### src/rtl/gol_pkg.sv
// Shared constants and sequencer state type for the next-state flow.
package gol_pkg;

  localparam int unsigned GOL_ROWS       = 720;
  localparam int unsigned GOL_ROW_ADDR_W = 10;
  localparam int unsigned GOL_GEN_W      = 16;

  typedef enum logic [1:0] {
    ST_IDLE  = 2'd0,
    ST_ISSUE = 2'd1,
    ST_DRAIN = 2'd2,
    ST_SWAP  = 2'd3
  } seq_state_e;

endpackage

### src/rtl/generation_sequencer.sv
// Walks every board row per generation through the line buffer, drains the
// pipeline, swaps ping-pong banks, and repeats for a target or until stopped.
module generation_sequencer
  import gol_pkg::*;
#(
  parameter int unsigned ROWS       = GOL_ROWS,
  parameter int unsigned ROW_ADDR_W = GOL_ROW_ADDR_W,
  parameter int unsigned GEN_W      = GOL_GEN_W
) (
  input  logic                  clk,
  input  logic                  rst,
  input  logic                  start,
  input  logic [GEN_W-1:0]      num_gens,
  input  logic                  stop,
  output logic                  busy,
  output logic                  done,
  output logic [GEN_W-1:0]      gen_count,
  output logic                  read_bank,
  output logic                  row_req,
  output logic [ROW_ADDR_W-1:0] calc_row,
  input  logic                  row_ack,
  input  logic                  pipe_idle
);

  localparam logic [ROW_ADDR_W-1:0] LAST_ROW = ROW_ADDR_W'(ROWS - 1);

  seq_state_e            state_q, state_d;
  logic [ROW_ADDR_W-1:0] calc_row_q, calc_row_d;
  logic [GEN_W-1:0]      gen_count_q, gen_count_d;
  logic [GEN_W-1:0]      target_q, target_d;
  logic                  stop_q, stop_d;
  logic                  bank_q, bank_d;
  logic                  busy_q, busy_d;
  logic                  done_q, done_d;
  logic                  row_req_q, row_req_d;
  logic [GEN_W-1:0]      gen_inc;

  assign gen_inc = gen_count_q + GEN_W'(1);

  always_ff @(posedge clk) begin
    if (rst) begin
      state_q     <= ST_IDLE;
      calc_row_q  <= '0;
      gen_count_q <= '0;
      target_q    <= '0;
      stop_q      <= 1'b0;
      bank_q      <= 1'b0;
      busy_q      <= 1'b0;
      done_q      <= 1'b0;
      row_req_q   <= 1'b0;
    end else begin
      state_q     <= state_d;
      calc_row_q  <= calc_row_d;
      gen_count_q <= gen_count_d;
      target_q    <= target_d;
      stop_q      <= stop_d;
      bank_q      <= bank_d;
      busy_q      <= busy_d;
      done_q      <= done_d;
      row_req_q   <= row_req_d;
    end
  end

  // done is decided on entry to SWAP so it is registered and visible during SWAP;
  // a stop arriving in that same entry cycle still ends this generation.
  always_comb begin
    state_d     = state_q;
    calc_row_d  = calc_row_q;
    gen_count_d = gen_count_q;
    target_d    = target_q;
    stop_d      = stop_q;
    bank_d      = bank_q;
    done_d      = 1'b0;

    if (state_q != ST_IDLE && stop) begin
      stop_d = 1'b1;
    end

    case (state_q)
      ST_IDLE: begin
        if (start) begin
          target_d    = num_gens;
          gen_count_d = '0;
          stop_d      = 1'b0;
          calc_row_d  = '0;
          state_d     = ST_ISSUE;
        end
      end
      ST_ISSUE: begin
        if (row_ack) begin
          if (calc_row_q == LAST_ROW) begin
            state_d = ST_DRAIN;
          end else begin
            calc_row_d = calc_row_q + ROW_ADDR_W'(1);
          end
        end
      end
      ST_DRAIN: begin
        if (pipe_idle) begin
          state_d     = ST_SWAP;
          gen_count_d = gen_inc;
          bank_d      = ~bank_q;
          done_d      = stop_q | stop | ((target_q != '0) && (gen_inc == target_q));
        end
      end
      ST_SWAP: begin
        if (done_q) begin
          state_d = ST_IDLE;
        end else begin
          calc_row_d = '0;
          state_d    = ST_ISSUE;
        end
      end
      default: state_d = ST_IDLE;
    endcase

    busy_d    = (state_d != ST_IDLE);
    row_req_d = (state_d == ST_ISSUE);
  end

  assign busy      = busy_q;
  assign done      = done_q;
  assign gen_count = gen_count_q;
  assign read_bank = bank_q;
  assign row_req   = row_req_q;
  assign calc_row  = calc_row_q;

endmodule

### config.mk
export PLATFORM = sky130hd
export DESIGN_NAME = generation_sequencer
export DESIGN_NICKNAME = d
export VERILOG_FILES = /design/src/rtl/gol_pkg.sv /design/src/rtl/generation_sequencer.sv
export SDC_FILE = /design/constraint.sdc
export NUM_CORES = 1
export LEC_CHECK = 0
export ABC_AREA = 1
export BUFFER_PORTS_ARGS = -buffer_cell sky130_fd_sc_hd__buf_2
export CAP_MARGIN = 20
export CORE_UTILIZATION = 36
export DETAILED_ROUTE_END_ITERATION = 16
export GPL_TIMING_DRIVEN = 0
export PLACE_DENSITY_LB_ADDON = 0.15
export SLEW_MARGIN = 20
export SYNTH_ARGS = -nofsm -noshare
export SYNTH_HDL_FRONTEND = slang
export SYNTH_SLANG_ARGS = --single-unit
### constraint.sdc
create_clock -name clk -period 2.84 [get_ports clk]
set_input_delay 0.284 -clock clk [delete_from_list [all_inputs] [get_ports clk]]
set_output_delay 0.284 -clock clk [all_outputs]
set_load 0.1 [all_outputs]
After elaboration in Yosys (flattened, before gate mapping)
Index checks and enable logic that the tools add are counted.
{"block": "word_totals", "out_inout_bits": 30, "register_bits": 49, "elab_cells": 57}
{"block": "classes", "eq_ne": 11, "mux": 17, "n_addsub": 2, "n_reduce_logical": 13, "n_bitwise": 5}
{"op": "$mux 10", "count": 4}
{"op": "$mux 16", "count": 2}
{"op": "$pmux 16 s2", "count": 1}
{"op": "$pmux 10 s3", "count": 1}
{"op": "$add 16x1->16 const B", "count": 1}
{"op": "$eq 16x16->1", "count": 1}
{"op": "$reduce_bool 16->1", "count": 1}
{"op": "$add 10x1->10 const B", "count": 1}
{"op": "$eq 10x10->1 const B", "count": 1}
{"op": "$ne 2x2->1 const B", "count": 5}
{"op": "$mux 2", "count": 4}
{"op": "$pmux 2 s4", "count": 1}
{"op": "$reduce_bool 2->1", "count": 3}
{"op": "$reduce_and 5->1", "count": 1}
{"op": "$eq 2x1->1 const B", "count": 2}
{"op": "$eq 2x2->1 const B", "count": 2}
{"op": "$mux 1", "count": 4}
{"op": "$reduce_and 2->1", "count": 2}
{"op": "$not 1->1", "count": 3}
{"op": "$reduce_and 3->1", "count": 1}
{"op": "$reduce_bool 3->1", "count": 1}
{"op": "$reduce_or 3->1", "count": 1}
{"op": "$logic_and 1x1->1", "count": 2}
{"op": "$logic_not 2->1", "count": 1}
{"op": "$or 1x1->1", "count": 2}

Depth between registers and ports, before layout
Gate-level depths: netlist of the first run.
{"block": "depth", "word_depth": 5, "depth_mapped": 13, "depth_no_buf": 13}

Least setup slack after synthesis of the first run
OpenSTA, ideal clock, no wires.
{"block": "synth_timing", "path_kind": "register to register", "from": "reg gen_count_q[0], in the netlist gen_count[0]", "to": "reg done_q, in the netlist done", "path_slack_ns": 0.444, "synth_period_minus_slack_ns": 2.396, "n_path_buf": 0, "setup_ns": 0.066, "required_time_ns": 2.774, "arrival_time_ns": 2.329, "stages_incl_launch_ff": 14, "cell_sequence": "dfxtp_1 -> ha_1 -> nand2_1 -> nor2_4 -> nand2_1 -> nand2_1 -> nand2_1 -> nand2_1 -> nand2_1 -> nor2_1 -> nand2_1 -> nor2_2 -> nand3_1 -> a21oi_2"}
{"block": "synth_via", "elab_chain_cells": 4}
{"item": "from (decl)", "line": "generation_sequencer.sv:29", "source": "logic [GEN_W-1:0] gen_count_q, gen_count_d;"}
{"item": "from (signal assigned)", "line": "generation_sequencer.sv:54", "source": "gen_count_q <= gen_count_d;"}
{"item": "$add 16x1->16", "line": "generation_sequencer.sv:38", "source": "assign gen_inc = gen_count_q + GEN_W'(1);"}
{"item": "$eq 16x16->1", "line": "generation_sequencer.sv:103", "source": "done_d = stop_q | stop | ((target_q != '0) && (gen_inc == target_q));"}
{"item": "$logic_and 1x1->1", "line": "generation_sequencer.sv:103"}
{"item": "$or 1x1->1", "line": "generation_sequencer.sv:103"}
{"item": "to (signal assigned)", "line": "generation_sequencer.sv:59", "source": "done_q <= done_d;"}
{"item": "to (decl)", "line": "generation_sequencer.sv:34", "source": "logic done_q, done_d;"}
No other way between the ends.
A chain may end at the register's enable or synchronous reset.

Worst setup path in the final report of the first run
{"block": "layout_timing", "from": "reg state_q[0]", "to": "reg gen_count_q[12], in the netlist gen_count[12]"}
{"block": "layout_via", "elab_chain_cells": 3, "elab_cells_between_ends": 7, "classes_between": "eq/ne (3); mux (1); reduce/logical (3)"}
{"item": "from (decl)", "line": "generation_sequencer.sv:27", "source": "seq_state_e state_q, state_d;"}
{"item": "from (signal assigned)", "line": "generation_sequencer.sv:52", "source": "state_q <= state_d;"}
{"item": "$eq 2x2->1 or $logic_not 2->1 (tied branches)", "line": "generation_sequencer.sv:79", "source": "case (state_q)"}
{"item": "$ne 2x2->1 (no line) or $reduce_bool 2->1 (tied branches)"}
{"item": "$reduce_and 3->1 (no line)"}
Several ways; a longest one is shown, not always the timed one.

==> results.sh, run 1 <==
export IMPL_hold_buffers=0
export IMPL_grt_start_max_net_pins=15
export IMPL_postCtsSetupBuffers=0
export IMPL_crit_chain="inv_1, ha_1, nand2_1, nor2_2, a21oi_2, buf_2, nand2_1, a21oi_1"
export IMPL_die_area_um2=8000
export IMPL_syn_inst=414
export IMPL_grt_pass1_wl_um=11900
export IMPL_worst_path_buf_inv=2
export IMPL_start_kind="register"
export IMPL_wl_per_cell_um=12.7
export IMPL_fillerInstances=793
export IMPL_max_cap_violations=0
export IMPL_die_y_um=89.4
export IMPL_ant_nets=0
export IMPL_core_area_um2=7330
export IMPL_clock_sinks=49
export IMPL_status="finished, final reports clean"
export IMPL_synth_top_area_share_pct=35.7
export IMPL_nets=500
export IMPL_crit_required_ns=3.06
export IMPL_clk_insertion_delay_late_ns=0.30
export IMPL_max_stage_delay_ns=0.37
export IMPL_avgSynthCellArea_um2=6.65
export IMPL_hold_viol=0
export IMPL_vias=2776
export IMPL_syn_area_um2=2750
export IMPL_synth_most_common_cell="nand2_1"
export IMPL_first_pass_iters=5
export IMPL_critPathKind="reg -> reg"
export IMPL_routabilityCongestion=0.878
export IMPL_ys_ff_latch=49
export IMPL_yosys_cell_types_count=32
export IMPL_finalMaxSlewViolations=0
export IMPL_clockRootBuffer="clkbuf_8"
export IMPL_switching_share_pct=31.2
export IMPL_clock_skew_ns=0.00611
export IMPL_synthArstFlopShare_pct=0
export IMPL_initial_core_util_pct=37.5
export IMPL_rows=31
export IMPL_syn_num_nets=442
export IMPL_fmax_mhz=492
export IMPL_tightestPinTransition_ns=0.627
export IMPL_num_antenna_cells=0
export IMPL_ys_flop_type="dfxtp_1"
export IMPL_dp_hpwl_um=5700
export IMPL_ctsResizeCount=0
export IMPL_leakage_nw=1.42
export IMPL_drive_gt1_share_pct=16.7
export IMPL_finalCritPeriodShare_pct=71.6
export IMPL_p_per_area_nw_per_um2=484
export IMPL_pwr_share_comb_pct=20.4
export IMPL_path_clk_slew_ns=0.09
export IMPL_synth_warnings=0
export IMPL_drc=0
export IMPL_grt_use_total_pct=19.6
export IMPL_io_pins=52
export IMPL_grt_pass1_vias=2508
export IMPL_finish_instance_area_um2=3230
export IMPL_htree_levels=2
export IMPL_antenna_found_initial=0
export IMPL_internal_power_w=0.00108
export IMPL_rsz0062_at_grt="false"
export IMPL_cp_max_fo=10
export IMPL_postLayoutCoreUtil_pct=44.1
export IMPL_synth_area_leader_cell="dfxtp_1"
export IMPL_hold_slack_ns=0.225
export IMPL_end_kind="register"
export IMPL_peakVddDrop_mv=0.278
export IMPL_cts_made_buffers=5
export IMPL_avgViaCountPerCell=4.86
export IMPL_die_width_um=89.4
export IMPL_clkPwrFrac_pct=31.6
export IMPL_yosysSeqAreaShare_pct=35.7
export IMPL_path_delay_family="compound AO/OA/AOI/OAI gates"
export IMPL_synth_edf_count=0
export IMPL_setup_tns_ns=0
export IMPL_final_min_clock_period_ns=2.03
export IMPL_p_sw_w=0.000488
export IMPL_dpl_cell_area_um2=3130
export IMPL_finalSetupViolations=0
export IMPL_min_path_type="in -> reg"
export IMPL_portBuffers=51
export IMPL_drt_iter0_drc=143
export IMPL_cp_common_cell="nand2_1"
export IMPL_slowest_stage="dfxtp_1"
export IMPL_ys_top_cells_by_count="nand2_1, dfxtp_1, inv_1, nand3_1, nor2_1"
export IMPL_relSlewSlack_pct=58.2
export IMPL_cts_tree="done"
export IMPL_grt_overflow=0
export IMPL_routed_wl_um=7230
export IMPL_area_growth_pct=17.6
export IMPL_fin_total_pwr_w=0.00156
export IMPL_pwr_share_seq_pct=48.0
export IMPL_synth_area_leaders="dfxtp_1, nand2_1, nand3_1"
export IMPL_worstPathArrival_ns=2.26
export IMPL_clk_path_buf_depth=2
[power groups by stage]
stage               Combinational [W]  Clock [W]  Sequential, W
floorplan                    0.000181          0       0.000819
global placement             0.000317          0       0.000766
detailed placement           0.000320          0       0.000766
CTS                          0.000321   0.000508       0.000751
global route                 0.000358   0.000540       0.000756
finish                       0.000319   0.000495       0.000751
[state kept, by name (all words and copies together) (netlist names)]
signal     cells
done           1
read_bank      1
state_q        2
row_req        1
calc_row      10
target_q      16
busy           1
stop_q         1
gen_count     16
[routing by layer]
layer  up-vias  global-route usage [%]  share of wire, %
li1       1466                       -                 -
met1      1239                    27.0                48
met2        64                    32.5                46
met3         7                    2.31               4.2
met4         0                    4.76              0.86
met5         -                       0                 0
[cells in the final DEF (no fill, tap or decap), drive strengths merged, types with 6 or more instances in the layout]
| cell type | instances |
|---|---|
| buf | 53 |
| dfxtp | 49 |
| a21oi | 40 |
| nor2 | 48 |
| inv | 48 |
| nand2 | 114 |
| o21ai | 19 |
| nor3 | 9 |
| nand4 | 11 |
| nand3 | 42 |
| ha | 6 |
| clkbuf | 12 |
[worst paths after layout]
| check | start | end | slack [ns] | cells past startpoint |
|---|---|---|---|---|
| max | state_q[0]$_SDFF_PP0_ | gen_count[12]$_SDFFE_PP0P_ | 0.81 | 8 |
| min | num_gens[0] | target_q[0]$_SDFFE_PP0P_ | 0.23 | 3 |
| max reg2reg | state_q[0]$_SDFF_PP0_ | gen_count[12]$_SDFFE_PP0P_ | 0.81 | 8 |
| min reg2reg | target_q[4]$_SDFFE_PP0P_ | target_q[4]$_SDFFE_PP0P_ | 0.51 | 2 |
[final cells by class]
class                      count  area, um2  area share [%]
clock buffer                   5       68.8            2.13
timing repair buffer          51        255            7.89
buffer                         9       36.3            1.12
inverter                      48        180            5.57
multi-input combinational    308       1550            48.0
tap                           99        124            3.83
clock inverter                 2       35.0            1.08
sequential                    49        981            30.3
[kinds of logic after synthesis]
group	Yosys count	synth area share [%]
xor+xnor	8	3.77
fa+ha+maj	6	2.73
simple gates	227	36.8
flops	49	35.7
compound gates	67	13.2
buf+inv	57	7.87
[worst min-delay path, delay by kind of cell]
kind / cells / cell delay [ns]
and+or+nand+nor: 1 / 0.07
AOI/OAI and AO/OA: 1 / 0.07
buffers and inverters: 1 / 0.07
[through the flow]
stage	cells	setup WS, ns
after floorplan	414	0.444
after global routing	571	0.561
after global placement	564	0.807
after detailed placement	564	0.808
after CTS	571	0.770
final	571	0.807
Note: power is estimated with default switching activity, not from simulation.
==> inputs of run 2 (changes only) <==
clock period = 2.1 ns   (was 2.84 ns; I/O delays follow)
==> run 2 against run 1 <==
Compared with the run above: highest routed layer unchanged; final cell count rose by 0.53%; maximum frequency rose by 6.5%; largest cell class unchanged; wire length rose by 2.4%; cell area rose by 3.0%; core utilization rose by 1.3 points; first-iteration DRC count rose by 24%.
==> results.sh, run 2 (synthesis results as in run 1) <==
export IMPL_worstHoldPathCells=3
export IMPL_core_area_um2=7330
export IMPL_io_pins=52
export IMPL_grt_pass1_vias=2499
export IMPL_max_cap_violations=0
export IMPL_avgViaCountPerCell=4.85
export IMPL_clockRootBuffer="clkbuf_8"
export IMPL_tightestPinTransition_ns=0.637
export IMPL_peakVddDrop_mv=0.337
export IMPL_drt_iter0_drc=178
export IMPL_final_cell_mix="nand2_1, buf_2, inv_1"
export IMPL_fmax_mhz=524
export IMPL_fin_total_pwr_w=0.00228
export IMPL_num_antenna_cells=0
export IMPL_wl_per_cell_um=12.9
export IMPL_path_depth=13
export IMPL_finalCritPeriodShare_pct=90.9
export IMPL_layout_commonest_cell="nand2_1"
export IMPL_nets=502
export IMPL_clock_sinks=49
export IMPL_htree_levels=2
export IMPL_dpl_cell_area_um2=3150
export IMPL_grt_overflow=0
export IMPL_end_kind="register"
export IMPL_vias=2786
export IMPL_antenna_found_initial=0
export IMPL_clock_skew_ns=0.0108
export IMPL_die_area_um2=8000
export IMPL_die_y_um=89.4
export IMPL_rows=31
export IMPL_layout_setup_ws_ns=0.192
export IMPL_die_width_um=89.4
export IMPL_cts_tree="done"
export IMPL_cp_common_cell="nor2_1"
export IMPL_grt_start_max_net_pins=16
export IMPL_slowest_stage="dfxtp_2"
export IMPL_crit_chain="inv_1, ha_1, inv_1, nor2_1, inv_1, nand2_1, nor2_1, nand2_2, nand2_4, nand4_1, nor2_1, xnor2_1, nor2_1"
export IMPL_finalMaxSlewViolations=0
export IMPL_relSlewSlack_pct=57.5
export IMPL_path_clk_slew_ns=0.09
export IMPL_cts_made_buffers=5
export IMPL_final_min_clock_period_ns=1.91
export IMPL_pre_cts_ws_ns=0.0647
export IMPL_p_per_area_nw_per_um2=685
export IMPL_rr_worst_depth=13
export IMPL_worst_path_buf_inv=3
export IMPL_critPathKind="reg -> reg"
export IMPL_drive_gt1_share_pct=22.1
export IMPL_max_stage_delay_ns=0.35
export IMPL_finalSetupViolations=0
export IMPL_grt_pass1_wl_um=11900
export IMPL_clk_path_buf_depth=2
export IMPL_status="finished, final reports clean"
export IMPL_setup_tns_ns=0
export IMPL_path_delay_family="simple AND/OR/NAND/NOR gates"
export IMPL_crit_required_ns=2.30
export IMPL_cp_max_fo=6
export IMPL_drc=0
export IMPL_initial_core_util_pct=37.5
export IMPL_grt_use_total_pct=19.7
export IMPL_first_pass_iters=4
export IMPL_routed_wl_um=7410
export IMPL_routabilityCongestion=0.892
export IMPL_dp_hpwl_um=5660
export IMPL_finish_instance_area_um2=3330
export IMPL_ant_nets=0
export IMPL_postLayoutCoreUtil_pct=45.4
export IMPL_clk_insertion_delay_late_ns=0.31
export IMPL_hold_viol=0
export IMPL_min_path_type="in -> reg"
export IMPL_area_growth_pct=21.1
export IMPL_rsz0062_at_grt="true"
export IMPL_leakage_nw=1.46
export IMPL_hold_buffers=0
export IMPL_portBuffers=51
export IMPL_start_kind="register"
export IMPL_worstPathArrival_ns=2.10
[run 2: power by group]
part / total [W] / internal, W / switching (W)
combinational: 0.000455 / 0.000145 / 0.000309
sequential: 0.00102 / 0.000981 / 0.0000350
clock: 0.000810 / 0.000473 / 0.000337
[run 2: worst min-delay path, cell delays in order]
cell and delay (ns):
buf_2 0.07, o21ai_0 0.07, nor2_1 0.07
[run 2: timing repair]
action                                 in CTS  in global routing
buffers inserted                            0                  2
gates resized for setup                     0                 10
endpoints found under the hold margin       0                  0
setup endpoints to repair                   0                 19
[run 2: final timing paths]
check / slack, ns / to / start
setup / recovery: 0.19 / calc_row[8]$_SDFFE_PP0P_ / state_q[1]$_SDFF_PP0_
setup reg to reg: 0.19 / calc_row[8]$_SDFFE_PP0P_ / state_q[1]$_SDFF_PP0_
hold reg to reg: 0.49 / calc_row[0]$_SDFFE_PP0P_ / calc_row[0]$_SDFFE_PP0P_
hold / removal: 0.15 / target_q[0]$_SDFFE_PP0P_ / num_gens[0]
[run 2: through the flow]
step / hold WS (ns) / instances
6_report: 0.146 / 574
3_5_place_dp: 0.465 / 564
2_1_floorplan: 0.365 / 414
4_1_cts: 0.132 / 572
3_3_place_gp: 0.467 / 564
5_1_grt: 0.161 / 574
[run 2: routing by layer]
layer | GRT usage, % | vias to the layer above | part of all wire, %
met5 | 0 | - | 0
met4 | 6.35 | 0 | 1.5
met3 | 2.77 | 8 | 4.7
met2 | 32.3 | 61 | 46
met1 | 26.6 | 1250 | 48
li1 | - | 1467 | -
[run 2: area by class of cell]
cell class              count  area [um2]
clock buffers               5        68.8
repair buffers             53         270
flip-flops and latches     49        1010
clock inverters             3        65.1
inverters                  48         180
fillers                   771        4000
well taps                  99         124
plain buffers               9        40.0
multi-input cells         308        1580
==> inputs of run 3 (changes only) <==
clock period = 1.8 ns   (was 2.1 ns; I/O delays follow)
==> run 3 against run 2 <==
Compared with the run above: combinational power increased by 36%; critical path depth decreased by 1; critical path type unchanged; hold slack got worse by 0.028 ns; sequential power increased by 16%; register-to-register slack got worse by 0.16 ns.
==> results.sh, run 3 (synthesis results as in run 1) <==
export IMPL_initial_core_util_pct=37.5
export IMPL_crit_required_ns=2.03
export IMPL_leakage_nw=1.50
export IMPL_grt_overflow=0
export IMPL_routabilityCongestion=0.818
export IMPL_reg2reg_slack_ns=0.03
export IMPL_num_antenna_cells=0
export IMPL_grt_start_max_net_pins=15
export IMPL_critPathKind="reg -> reg"
export IMPL_cp_common_cell="nand2_2"
export IMPL_status="finished, final reports clean"
export IMPL_finalSetupViolations=0
export IMPL_numPlacedInstances=564
export IMPL_clockRootBuffer="clkbuf_8"
export IMPL_max_cap_violations=0
export IMPL_final_min_clock_period_ns=1.77
export IMPL_rsz0062_at_grt="true"
export IMPL_die_y_um=89.4
export IMPL_drt_iter0_drc=108
export IMPL_avgViaCountPerCell=4.83
export IMPL_cts_tree="done"
export IMPL_clk_path_buf_depth=2
export IMPL_routed_wl_um=7590
export IMPL_p_per_area_nw_per_um2=692
export IMPL_wl_per_cell_um=13.0
export IMPL_antenna_found_initial=0
export IMPL_worst_path_buf_inv=2
export IMPL_pre_cts_ws_ns=-0.271
export IMPL_drive_gt1_share_pct=29.8
export IMPL_ant_nets=0
export IMPL_core_area_um2=7330
export IMPL_grt_pass1_wl_um=12100
export IMPL_worstHoldStart="num_gens[0]"
export IMPL_area_growth_pct=27.1
export IMPL_worstPathArrival_ns=2.00
export IMPL_relSlewSlack_pct=61.6
export IMPL_clk_insertion_delay_late_ns=0.30
export IMPL_hold_viol=0
export IMPL_path_delay_family="simple AND/OR/NAND/NOR gates"
export IMPL_final_cell_mix="nand2_1, buf_2, inv_1"
export IMPL_io_pins=52
export IMPL_fin_cells=585
export IMPL_min_path_type="in -> reg"
export IMPL_hold_buffers=0
export IMPL_die_area_um2=8000
export IMPL_tightestPinTransition_ns=0.577
export IMPL_rr_startpoint="state_q[1]$_SDFF_PP0_"
export IMPL_layout_commonest_cell="nand2_1"
export IMPL_vias=2827
export IMPL_finalCritPeriodShare_pct=98.1
export IMPL_max_stage_delay_ns=0.37
export IMPL_clock_skew_ns=0.00821
export IMPL_die_width_um=89.4
export IMPL_r2r_end="calc_row[6]$_SDFFE_PP0P_"
export IMPL_peakVddDrop_mv=0.502
export IMPL_finalMaxSlewViolations=0
export IMPL_crit_chain="buf_6, ha_4, nand2_2, inv_2, nor2_4, nand2_1, nor2_1, nand2_2, nand2_4, nand4_1, or2_1, a21oi_2"
export IMPL_nets=514
export IMPL_slowest_stage="dfxtp_4"
export IMPL_rows=31
export IMPL_portBuffers=51
export IMPL_htree_levels=2
export IMPL_drc=0
export IMPL_fillerInstances=775
export IMPL_cts_made_buffers=5
export IMPL_holdPathEnd="target_q[0]$_SDFFE_PP0P_"
export IMPL_grt_pass1_vias=2589
export IMPL_path_clk_slew_ns=0.09
export IMPL_grt_use_total_pct=20.1
export IMPL_end_kind="register"
export IMPL_cp_max_fo=5
export IMPL_fmax_mhz=566
export IMPL_rr_worst_depth=12
export IMPL_startpoint="state_q[1]$_SDFF_PP0_"
export IMPL_worstHoldPathCells=3
export IMPL_clock_sinks=49
export IMPL_layout_setup_ws_ns=0.0336
export IMPL_hold_slack_ns=0.118
export IMPL_start_kind="register"
export IMPL_first_pass_iters=4
export IMPL_dp_hpwl_um=5790
## run 3: report_power, final
| group | internal, W | switching, W | leakage (nW) |
|---|---|---|---|
| logic | 0.000226 | 0.000392 | 1.04 |
| registers | 0.00114 | 0.0000392 | 0.416 |
| clock network | 0.000265 | 0.000362 | 0.0410 |
| total | 0.00163 | 0.000793 | 1.50 |
## run 3: what timing repair did
item                       in CTS  in global routing
setup endpoints to repair      29                 33
buffers inserted                9                  5
resized for setup              17                 26
pin swaps                       7                  9
## run 3: worst register-to-register path: cells and delay by family (launching register included)
family / cells / cell delay [ns]
adders and majority gates: 1 / 0.15
DFF: 1 / 0.37
and+or+nand+nor: 8 / 0.89
AOI/OAI and AO/OA: 1 / 0.12
buffers and inverters: 2 / 0.16
## run 3: cell type report
cell class | count | area, um2 | share of cell area [%]
tap | 99 | 124 | 3.54
buffer | 9 | 47.5 | 1.36
clock buffer | 6 | 72.6 | 2.07
clock inverter | 1 | 5.00 | 0.143
inverter | 48 | 183 | 5.22
multi-input combinational | 308 | 1670 | 47.6
sequential | 49 | 1030 | 29.5
timing repair buffer | 65 | 368 | 10.5
## run 3: how the worst max path moves through the flow
stage                                 endpoint  cells past startpoint
finish                calc_row[6]$_SDFFE_PP0P_                     12
global placement     gen_count[1]$_SDFFE_PP0P_                      8
floorplan                      done$_SDFF_PP0_                     12
CTS                   calc_row[8]$_SDFFE_PP0P_                     13
detailed placement  gen_count[14]$_SDFFE_PP0P_                      8
global route          calc_row[6]$_SDFFE_PP0P_                     12
## run 3: metal layers
| layer | share of wire (%) | vias up | GRT usage (%) | routed length, um |
|---|---|---|---|---|
| met5 | 0 | - | 0 | 0 |
| met4 | 1.1 | 0 | 5.34 | 80 |
| met3 | 3.6 | 5 | 3.51 | 272 |
| met2 | 47 | 47 | 34.8 | 3600 |
| met1 | 48 | 1279 | 25.9 | 3640 |
| li1 | - | 1496 | - | - |
## run 3: per-stage QoR
stage / utilization, % / power (W) / TNS (ns) / instance area, um2
after floorplan: - / 0.00157 / 0 / 2800
after global placement: 43.4 / 0.00170 / -3.64 / 3180
after detailed placement: 43.4 / 0.00171 / -3.77 / 3180
after CTS: 46.1 / 0.00241 / 0 / 3380
after global routing: 47.7 / 0.00258 / -0.468 / 3500
final: 47.7 / 0.00242 / 0 / 3500
